==> src/rtl/timer_bank.sv <==
// -----------------------------------------------------------------------------
// timer_bank
//
// Bank of N independent down-counting timers. All channels share one tick
// strobe and one free-running tick prescaler. Each channel loads a value on
// timer_start and counts down once per prescaled step. It then either holds at
// zero (one-shot, level timer_up) or reloads (periodic, one-cycle expire_pulse
// on each expiry).
//
// Parameters:
//   W         counter width per channel
//   N         number of channels
//   PRESCALE  timer_tick strobes per count step (1..255)
//
// Ports:
//   clk           system clock, rising edge
//   reset_n       asynchronous active-low reset
//   timer_tick    shared one-cycle tick strobe
//   timer_start   [N]   per-channel load strobe
//   load_val      [N*W] channel i load value in [i*W +: W]
//   auto_reload   [N]   per-channel mode, sampled with timer_start (1 = periodic)
//   pause         [N]   per-channel freeze level
//   count         [N*W] channel i current count in [i*W +: W]
//   timer_up      [N]   high while channel count == 0
//   expire_pulse  [N]   one-cycle pulse on each expiry
// -----------------------------------------------------------------------------
module timer_bank #(
    parameter int W        = 7,
    parameter int N        = 2,
    parameter int PRESCALE = 1
) (
    input  logic           clk,
    input  logic           reset_n,
    input  logic           timer_tick,
    input  logic [N-1:0]   timer_start,
    input  logic [N*W-1:0] load_val,
    input  logic [N-1:0]   auto_reload,
    input  logic [N-1:0]   pause,
    output logic [N*W-1:0] count,
    output logic [N-1:0]   timer_up,
    output logic [N-1:0]   expire_pulse
);

    // The prescaler is at least 1 bit wide, even when PRESCALE is 1.
    localparam int PW = (PRESCALE > 1) ? $clog2(PRESCALE) : 1;
    localparam logic [PW-1:0] PS_LAST = PW'(PRESCALE - 1);
    localparam logic [W-1:0] CNT_ONE  = W'(1);

    logic [PW-1:0] prescaler_reg;
    logic          step;

    // Free-running and never cleared by a start. This means the first step
    // after a start can arrive up to PRESCALE-1 ticks early.
    always_ff @(posedge clk or negedge reset_n) begin
        if (!reset_n) begin
            prescaler_reg <= '0;
        end else if (timer_tick) begin
            if (prescaler_reg == PS_LAST) begin
                prescaler_reg <= '0;
            end else begin
                prescaler_reg <= prescaler_reg + PW'(1);
            end
        end
    end

    assign step = timer_tick && (prescaler_reg == PS_LAST);

    genvar gi;
    generate
        for (gi = 0; gi < N; gi++) begin : g_chan
            logic [W-1:0] count_reg;
            logic [W-1:0] reload_reg;
            logic         mode_reg;
            logic         expire_reg;

            always_ff @(posedge clk or negedge reset_n) begin
                if (!reset_n) begin
                    // Channels come out of reset counting down from all-ones.
                    count_reg  <= '1;
                    reload_reg <= '1;
                    mode_reg   <= 1'b0;
                    expire_reg <= 1'b0;
                end else begin
                    // This is the default. It is overridden only on the edge
                    // where the channel expires, so the pulse is one cycle wide.
                    expire_reg <= 1'b0;
                    if (timer_start[gi]) begin
                        // A load beats both pause and a coincident step.
                        count_reg  <= load_val[gi*W +: W];
                        reload_reg <= load_val[gi*W +: W];
                        mode_reg   <= auto_reload[gi];
                    end else if (pause[gi]) begin
                        count_reg <= count_reg;
                    end else if (step && (count_reg == CNT_ONE)) begin
                        count_reg  <= mode_reg ? reload_reg : '0;
                        expire_reg <= 1'b1;
                    end else if (step && (count_reg != '0)) begin
                        count_reg <= count_reg - CNT_ONE;
                    end
                    // When count is zero, it saturates. A zero load never expires.
                end
            end

            assign count[gi*W +: W] = count_reg;
            assign timer_up[gi]     = (count_reg == '0);
            assign expire_pulse[gi] = expire_reg;
        end
    endgenerate

endmodule

==> config.mk <==
export PLATFORM = sky130hd
export DESIGN_NAME = timer_bank
export DESIGN_NICKNAME = d
export VERILOG_FILES = /design/src/rtl/timer_bank.sv
export SDC_FILE = /design/constraint.sdc
export NUM_CORES = 1
export LEC_CHECK = 0
export BUFFER_PORTS_ARGS = -buffer_cell sky130_fd_sc_hd__buf_2
export CORE_ASPECT_RATIO = 1.4
export CORE_MARGIN = 2
export CORE_UTILIZATION = 30
export DETAILED_ROUTE_END_ITERATION = 10
export SYNTH_ARGS = -nofsm -noshare
export SYNTH_HDL_FRONTEND = slang
export SYNTH_SLANG_ARGS = --single-unit
==> constraint.sdc <==
create_clock -name clk -period 4.6 [get_ports clk]
set_input_delay 0.92 -clock clk [delete_from_list [all_inputs] [get_ports clk]]
set_output_delay 0.92 -clock clk [all_outputs]
set_load 0.01 [all_outputs]
Yosys cells after proc, flatten, opt, wreduce, memory -nomap -nowiden
Cells that the tools add are included.

Register bits after elaboration: 33. Logic and storage cells: 47. Output and inout bits: 18. Input bits: 23.

Reductions and logical operators: 13. Bitwise gates (word level): 1. Equal/unequal tests: 4. Muxes and demuxes: 17. Add/sub/neg operators: 3.

Operator list (count): 7-bit 2-to-1 mux (10); 7-bit by 1-bit == test with 1-bit output, second input constant (2); 7-bit zero test (2); 7-bit nonzero test (2); 7-bit by 1-bit subtractor with 7-bit output, second input constant (2); 1-bit 2-to-1 mux (7); 3-bit nonzero test (2); 1-bit logical AND (5); 2-bit != test, second input constant (2); 2-bit AND reduction (2); 1-bit adder, second input constant (1); 1-bit inverter (1).

Longest topological paths before layout
Gate-level depths: netlist (run 1).

Depth in word-level cells: 7. Mapped depth: 6. Gate-level depth less buffers: 6.

Worst setup path before layout (run 1)
Ideal clock, no wire load.

Path kind: in2reg. From: input pause[1]. To: register g_chan[1].count_reg[0]. Stages: 4. Setup time: 84 ps. Arrival: 2093 ps. Buffers on the path: 0. Data required time: 4516 ps. Path slack: 2423 ps. Path through: and2b_1 -> a21boi_0 -> o21ai_0 -> a311o_1.

Word-level cells in the longest chain between the ends: 2.

Ends and longest elaborated chain: from (decl) (line 38) `input logic [N-1:0] pause,`; 2-bit != test (no source line); 2-bit AND reduction (no source line); to (signal assigned) (line 89) `count_reg <= load_val[gi*W +: W];`; to (signal assigned) (line 93) `count_reg <= count_reg;`; to (signal assigned) (line 95) `count_reg <= mode_reg ? reload_reg : '0;`; to (decl) (line 71) `logic [W-1:0] count_reg;`.

No other way between the ends. A chain may end at the register's enable or synchronous reset.

Worst setup path after layout (run 1)
From: register g_chan[0].count_reg[3]. To: output timer_up[0].

Word-level cells in the longest chain between the ends: 1.

Ends and longest elaborated chain: from (decl) (line 71); from (signal assigned) (line 89); from (signal assigned) (line 93); from (signal assigned) (line 95); 7-bit zero test (line 105) `assign timer_up[gi] = (count_reg == '0);`; to (decl) (line 40) `output logic [N-1:0] timer_up,`.

No other way between the ends.

==> run metrics, run 1 <==
worst-skew pair later-pin latency=280 ps; Avg Inst Size Synth=9.878 um2; status=complete, no violations; Root Buffer=clkbuf_8; Post-Layout Cell Count=302; die area=6913 um2; most common cell after layout, fill and taps aside=buf_2; DPL Wire Length=3543 um; row count=34; Routed WL=4772 um; Max Slew Vio Count=0; CP startpoint kind=register; core box area=6126 um2; number of routed nets with antenna violations=0; Cell variety after synth=58; Worst Tran Pin Value=746.0 ps; post-layout min period=2553 ps; drt pass-1 iters=4; Synth area leaders=dfstp_2 (39%), dfrtp_1 (5.3%), mux2_2 (4.8%); CTS clock-pin slew for the worst setup and hold paths=60 ps; GRT overflow=0; top_reg_cell synth=dfstp_2; Iter 0 DRT Violations=67; first-pass GRT wire length=7941 um; LEAKAGE=0.9083 nW; DR vias/cell=5.460; FFs w/ async S/R, synth=100.0%; Reg2Reg Setup Slack=2400 ps; Final nets=258; Crit Reg-Reg Endpoint=g_chan[1].count_reg[0]; final setup fails=0; post-synthesis sequential area ratio=44.53%; H-tree depth=2; f_max=0.3917 GHz; Relative slew margins=50.27%; WP buf/inv=1; placed insts=294; Mapped Cells=190; vias in the first global route=1,655; post-synth top area share=39.20%; Max FO, Critical Path=7; Num CTS Buffers=5; I/O pin count=41; share of layout cells above drive strength 1=38.70%; RSZ-0062 raised after global routing=no; via count=1,649; CP Depth=3; Resized cells post-CTS=0; largest net degree at the start of global routing=33; Peak VDD IR=0.0001551 V; post-CTS setup buffer count=0; Max-Cap Viols=0; clock power share=28.9%; EDFF count, synth=0; drt drc=0; CP Capture Type=output pin; pwr dens=346.0 nW/um2; post-synth top area cell=dfstp_2; commonest non-fill, non-tap cells in the layout=buf_2 (40), dfstp_2 (28), nand2_1 (19); CTS tree=done; P&R area growth vs syn=18.20%; total number of yosys warnings=0; Post-Syn Area=1877 um2; wire length per cell=15.80 um; P_sw=0.0002339 W; HP Class=reg -> reg; Global Route Usage Sum=14.44%; clock buffer depth=2; CP required=3680 ps; Largest delay share family, worst path=simple AND/OR/NAND/NOR gates; register share of total power=48.9%; critical-path cell list=or4_1, nor2_1, buf_2; hold_sp=g_chan[0].reload_reg[1]; Post-CTS Hold Buffers=0; # clock sinks=32; Comb pwr share=22.2%; Buffers on Ports=40; slowest CP cell=or4_1; Setup CP Type=reg -> out; initial antenna violation count=0; Worst Skew=2.029 ps; crit path capture=timer_up[0]; design internal power=0.0005337 W; Worst Setup SP=g_chan[0].count_reg[3]; Die Wd=70.85 um; die height=97.59 um; diodes inserted=0; CP arrival=1630 ps; final hold vios=0; reg-to-reg critical path startpoint=g_chan[1].count_reg[0]; Sw Ratio=30.47%; fillers=661; worst stage delay on the critical path=650 ps; register bit total from synthesis=32; r2r worst-path depth=6; Synth Net Count=219; setup tns final=0 ps; Tcrit/Tclk final=55.49%; global placement routability congestion=0.8875; Initial Util=30.64%
-- layout make-up --
cell class                      count  area [um2]  share of cell area [%]
Sequential cell                    32       835.8                   37.68
Timing Repair Buffer               40       200.2                   9.024
Multi-Input combinational cell    138       957.2                   43.15
Clock buffer                        8       90.09                   4.061
Tap cell                           72       90.09                   4.061
Inverter                           12       45.04                   2.030
-- layer usage --
layer / track usage [%] / routed length [um] / vias to the layer above
li1: - / - / 795
met1: 16.37 / 1936 / 799
met2: 25.59 / 2536 / 45
met3: 3.008 / 201 / 10
met4: 6.241 / 97 / 0
met5: 0 / 0 / -
-- worst register-to-register path, cell delays in order (launching register included) --
cell and delay [ps]:
dfstp_2 580, inv_1 80, ha_1 210, nor4b_1 140, a21boi_0 560, o21ai_0 190
a311o_1 380
-- cell families after synthesis --
kind of cell / share of synthesized area (%)
AOI/OAI and AO/OA: 18.80
xor gates and xnor gates: 0.4668
adders and majority gates: 4.000
buffers and inverters: 4.466
DFF: 44.53
muxes: 5.334
and+or+nand+nor: 22.40
-- cell usage after synthesis, types with 2 or more instances --
library cell	number
a211oi_1	3
a221oi_1	4
a41oi_1	3
and2_1	2
and4_1	2
buf_4	2
clkbuf_1	4
dfrtp_1	4
dfstp_2	28
ha_1	6
inv_1	11
mux2_2	8
nand2_1	19
nand2b_1	4
nand3_1	6
nand3b_1	2
nand4bb_1	2
nor2_1	8
nor3_1	10
o2111a_1	2
o211ai_1	2
o21ai_0	16
o311ai_0	2
or2_2	2
or3_1	5
-- stage by stage --
| step | worst slack [ps] | total power (W) | util [%] | hold WS [ps] | cell area, um2 |
|---|---|---|---|---|---|
| after floorplan | 2423 | 0.0004806 | - | 448.4 | 1877 |
| after global placement | 2114 | 0.0005483 | 34.74 | 463.2 | 2128 |
| after detailed placement | 2075 | 0.0005505 | 34.74 | 463.7 | 2128 |
| after CTS | 2035 | 0.0007821 | 36.21 | 476.7 | 2218 |
| after global routing | 1961 | 0.0008193 | 36.21 | 502.9 | 2218 |
| final | 2047 | 0.0007676 | 36.21 | 470.0 | 2218 |
-- power groups by stage --
stage / clock network [W] / logic [W] / registers (W)
CTS: 0.000235 / 0.000172 / 0.000375
global placement: 0 / 0.000169 / 0.000379
global route: 0.000247 / 0.000191 / 0.000382
floorplan: 0 / 0.000106 / 0.000375
detailed placement: 0 / 0.000172 / 0.000379
finish: 0.000222 / 0.000170 / 0.000375
-- worst min-delay path by stage --
stage                              end  depth (start not counted)
2_1_floorplan  g_chan[1].reload_reg[6]                          2
3_3_place_gp   g_chan[1].reload_reg[1]                          2
3_5_place_dp   g_chan[0].reload_reg[1]                          2
4_1_cts        g_chan[0].reload_reg[1]                          2
5_1_grt        g_chan[1].reload_reg[1]                          2
6_report       g_chan[0].reload_reg[1]                          2
(Power assumes the default switching activity.)
==> run 2: changes to the inputs <==
==> constraint.sdc (replaced) <==
create_clock -name clk -period 2.05 [get_ports clk]
set_input_delay 0.41 -clock clk [delete_from_list [all_inputs] [get_ports clk]]
set_output_delay 0.41 -clock clk [all_outputs]
set_load 0.01 [all_outputs]
==> run 2 against run 1 <==
Compared with the run above: combinational power increased to 2.6 times the previous value; core utilization rose by 2.2 points; die area is the same; critical path depth up 1; sequential share of layout area down 2.2 points; via count rose by 3.0%; count of clock-buffer cells in the layout did not move; clock skew rose by 7.6 ps; routed wire length increased by 2.6%; clock power grew 140%; hold slack lost 270 ps; global-route usage increased by 0.25 points; critical endpoint unchanged; largest cell class unchanged.
==> run metrics, run 2 (same netlist as run 1, synthesis figures left out) <==
status=complete, no violations; Max-Cap Viols=0 (unchanged); Die Wd=70.85 um (unchanged); Area after DPL=2211 um2 (+3.9%); met1 WL=1931 um (-0.26%); fillers=648 (-2.0%); Initial Util=30.64% (unchanged); commonest non-fill, non-tap cells in the layout=buf_2 (40), dfstp_2 (28), nand2_1 (19); CP Capture Type=output pin; CTS tree=done; critical-path cell list=or4_4, buf_6, nor2_2, buf_2; core box area=6126 um2 (unchanged); Max Slew Vio Count=0 (unchanged); LEAKAGE=0.9901 nW (+9.0%); Routed WL=4898 um (+2.6%); Buffers on Ports=40 (unchanged); via count=1,698 (+3.0%); first-pass GRT wire length=8052 um (+1.4%); CP startpoint kind=register; initial antenna violation count=0 (unchanged); post-layout min period=1994 ps; final hold vios=0 (unchanged); die height=97.59 um (unchanged); number of routed nets with antenna violations=0 (unchanged); post-route design area=2354 um2 (+6.1%); CP Depth=4 (+1); met3 WL=199 um (-1.0%); Storage cell area=835.8 um2 (unchanged); Setup CP Type=reg -> out; Peak VDD IR=0.0003570 V (+130%); worst stage delay on the critical path=540 ps (-110 ps); wire length per cell=15.50 um (-1.9%); DR vias/cell=5.373 (-1.6%); most common cell after layout, fill and taps aside=buf_2; WP buf/inv=2 (+1); CTS clock-pin slew for the worst setup and hold paths=70 ps (about the same); drt drc=0 (unchanged); Largest delay share family, worst path=simple AND/OR/NAND/NOR gates; H-tree depth=2 (unchanged); reg-to-reg critical path startpoint=g_chan[1].count_reg[0]; Crit Reg-Reg Endpoint=g_chan[1].count_reg[0]; P&R area growth vs syn=25.40%; Num CTS Buffers=5 (unchanged); worst-skew pair later-pin latency=280 ps (about the same); CP arrival=1580 ps (-50 ps); Worst Setup SP=g_chan[0].count_reg[3]; die area=6913 um2 (unchanged); metal2 WL=2661 um (+4.9%); Tcrit/Tclk final=97.25%; Max FO, Critical Path=6 (-1); r2r worst-path depth=7 (+1); Worst Tran Pin Value=766.5 ps (+20.48 ps); DR top layer=met4; diodes inserted=0 (unchanged); # clock sinks=32 (unchanged); CP required=1640 ps (-2040 ps); I/O pin count=41 (unchanged); Relative slew margins=48.90% (-1.4 points); slowest CP cell=or4_4; f_max=0.5016 GHz; row count=34 (unchanged); final setup margin=56.33 ps (-1991 ps); GRT overflow=0 (unchanged); DPL Wire Length=3629 um (+2.4%); share of layout cells above drive strength 1=44.26% (+5.6 points); Worst Skew=9.580 ps (+7.550 ps); HP Class=in -> async; Reg2Reg Setup Slack=70 ps (-2330 ps); Iter 0 DRT Violations=52 (-22%); global placement routability congestion=0.8625 (-2.8%); vias in the first global route=1,724 (+4.2%); final setup fails=0 (unchanged); Post-Place Worst Slack=-24.54 ps (-2099 ps); pwr dens=769.7 nW/um2 (+120%); multi-input logic area=973.4 um2 (+1.7%); largest net degree at the start of global routing=33 (unchanged); Global Route Usage Sum=14.69% (+0.25 points); drt pass-1 iters=4 (unchanged); crit path capture=timer_up[0]; clock buffer depth=2 (unchanged); RSZ-0062 raised after global routing=yes; Final nets=272 (+5.4%); Root Buffer=clkbuf_8
## run 2: cell count changes in the layout (fill, tap and decap cells not counted)
cell      change
a21boi_0      -1
a21boi_2      +1
buf_4        +13
buf_6         +1
clkbuf_1      -1
clkbuf_8      +1
nor2_1        -1
nor2_2        +1
nor4b_1       -1
nor4b_2       +1
or4_1         -1
or4_4         +1
## run 2: how the worst min path moves through the flow
stage | depth (start not counted) | to | slack [ps]
floorplan | 0 | g_chan[0].expire_reg | 110
global placement | 2 | g_chan[0].reload_reg[2] | 460
detailed placement | 2 | g_chan[0].reload_reg[2] | 470
CTS | 1 | g_chan[0].mode_reg | 210
global route | 1 | g_chan[0].mode_reg | 250
finish | 1 | g_chan[0].mode_reg | 200
## run 2: through the flow
stage	util [%]	total power, W	TNS [ps]	std cells	hold WS, ps
6_report	38.42	0.001811	0	316	203.3
3_3_place_gp	36.09	0.001259	0	305	457.5
2_1_floorplan	-	0.001078	0	190	114.4
3_5_place_dp	36.09	0.001263	-24.54	305	467.5
4_1_cts	37.79	0.001826	0	313	208.6
5_1_grt	38.42	0.001929	-34.98	316	248.2
## run 2: what timing repair did
action	4_1_cts	5_1_grt
hold buffers	0	0
setup buffers	0	3
gates resized for setup	2	4
setup endpoints to repair	2	5
## run 2: final cells by class
cell class	count	area share [%]
inverters	12	1.914
multi-input cells	138	41.36
clock buffers	8	4.253
flip-flops and latches	32	35.51
repair buffers	54	13.13
well taps	72	3.828
## run 2: metal layers
layer | global-route usage (%) | vias to the layer above
met3 | 2.697 | 10
met2 | 26.74 | 48
li1 | - | 821
met5 | 0 | -
met4 | 6.241 | 0
met1 | 16.29 | 819
## run 2: worst reg2reg max path: stages (launching register included)
cell	delay, ps
dfstp_2	530
buf_4	120
ha_1	210
nor4bb_1	310
buf_4	170
nand3_1	50
and4_1	210
a311o_1	310
## run 2: power by group
| part | switching (W) | internal (W) | leakage, nW |
|---|---|---|---|
| logic | 0.000238 | 0.000209 | 0.593 |
| registers | 0.0000763 | 0.000752 | 0.346 |
| clock network | 0.000229 | 0.000307 | 0.0515 |
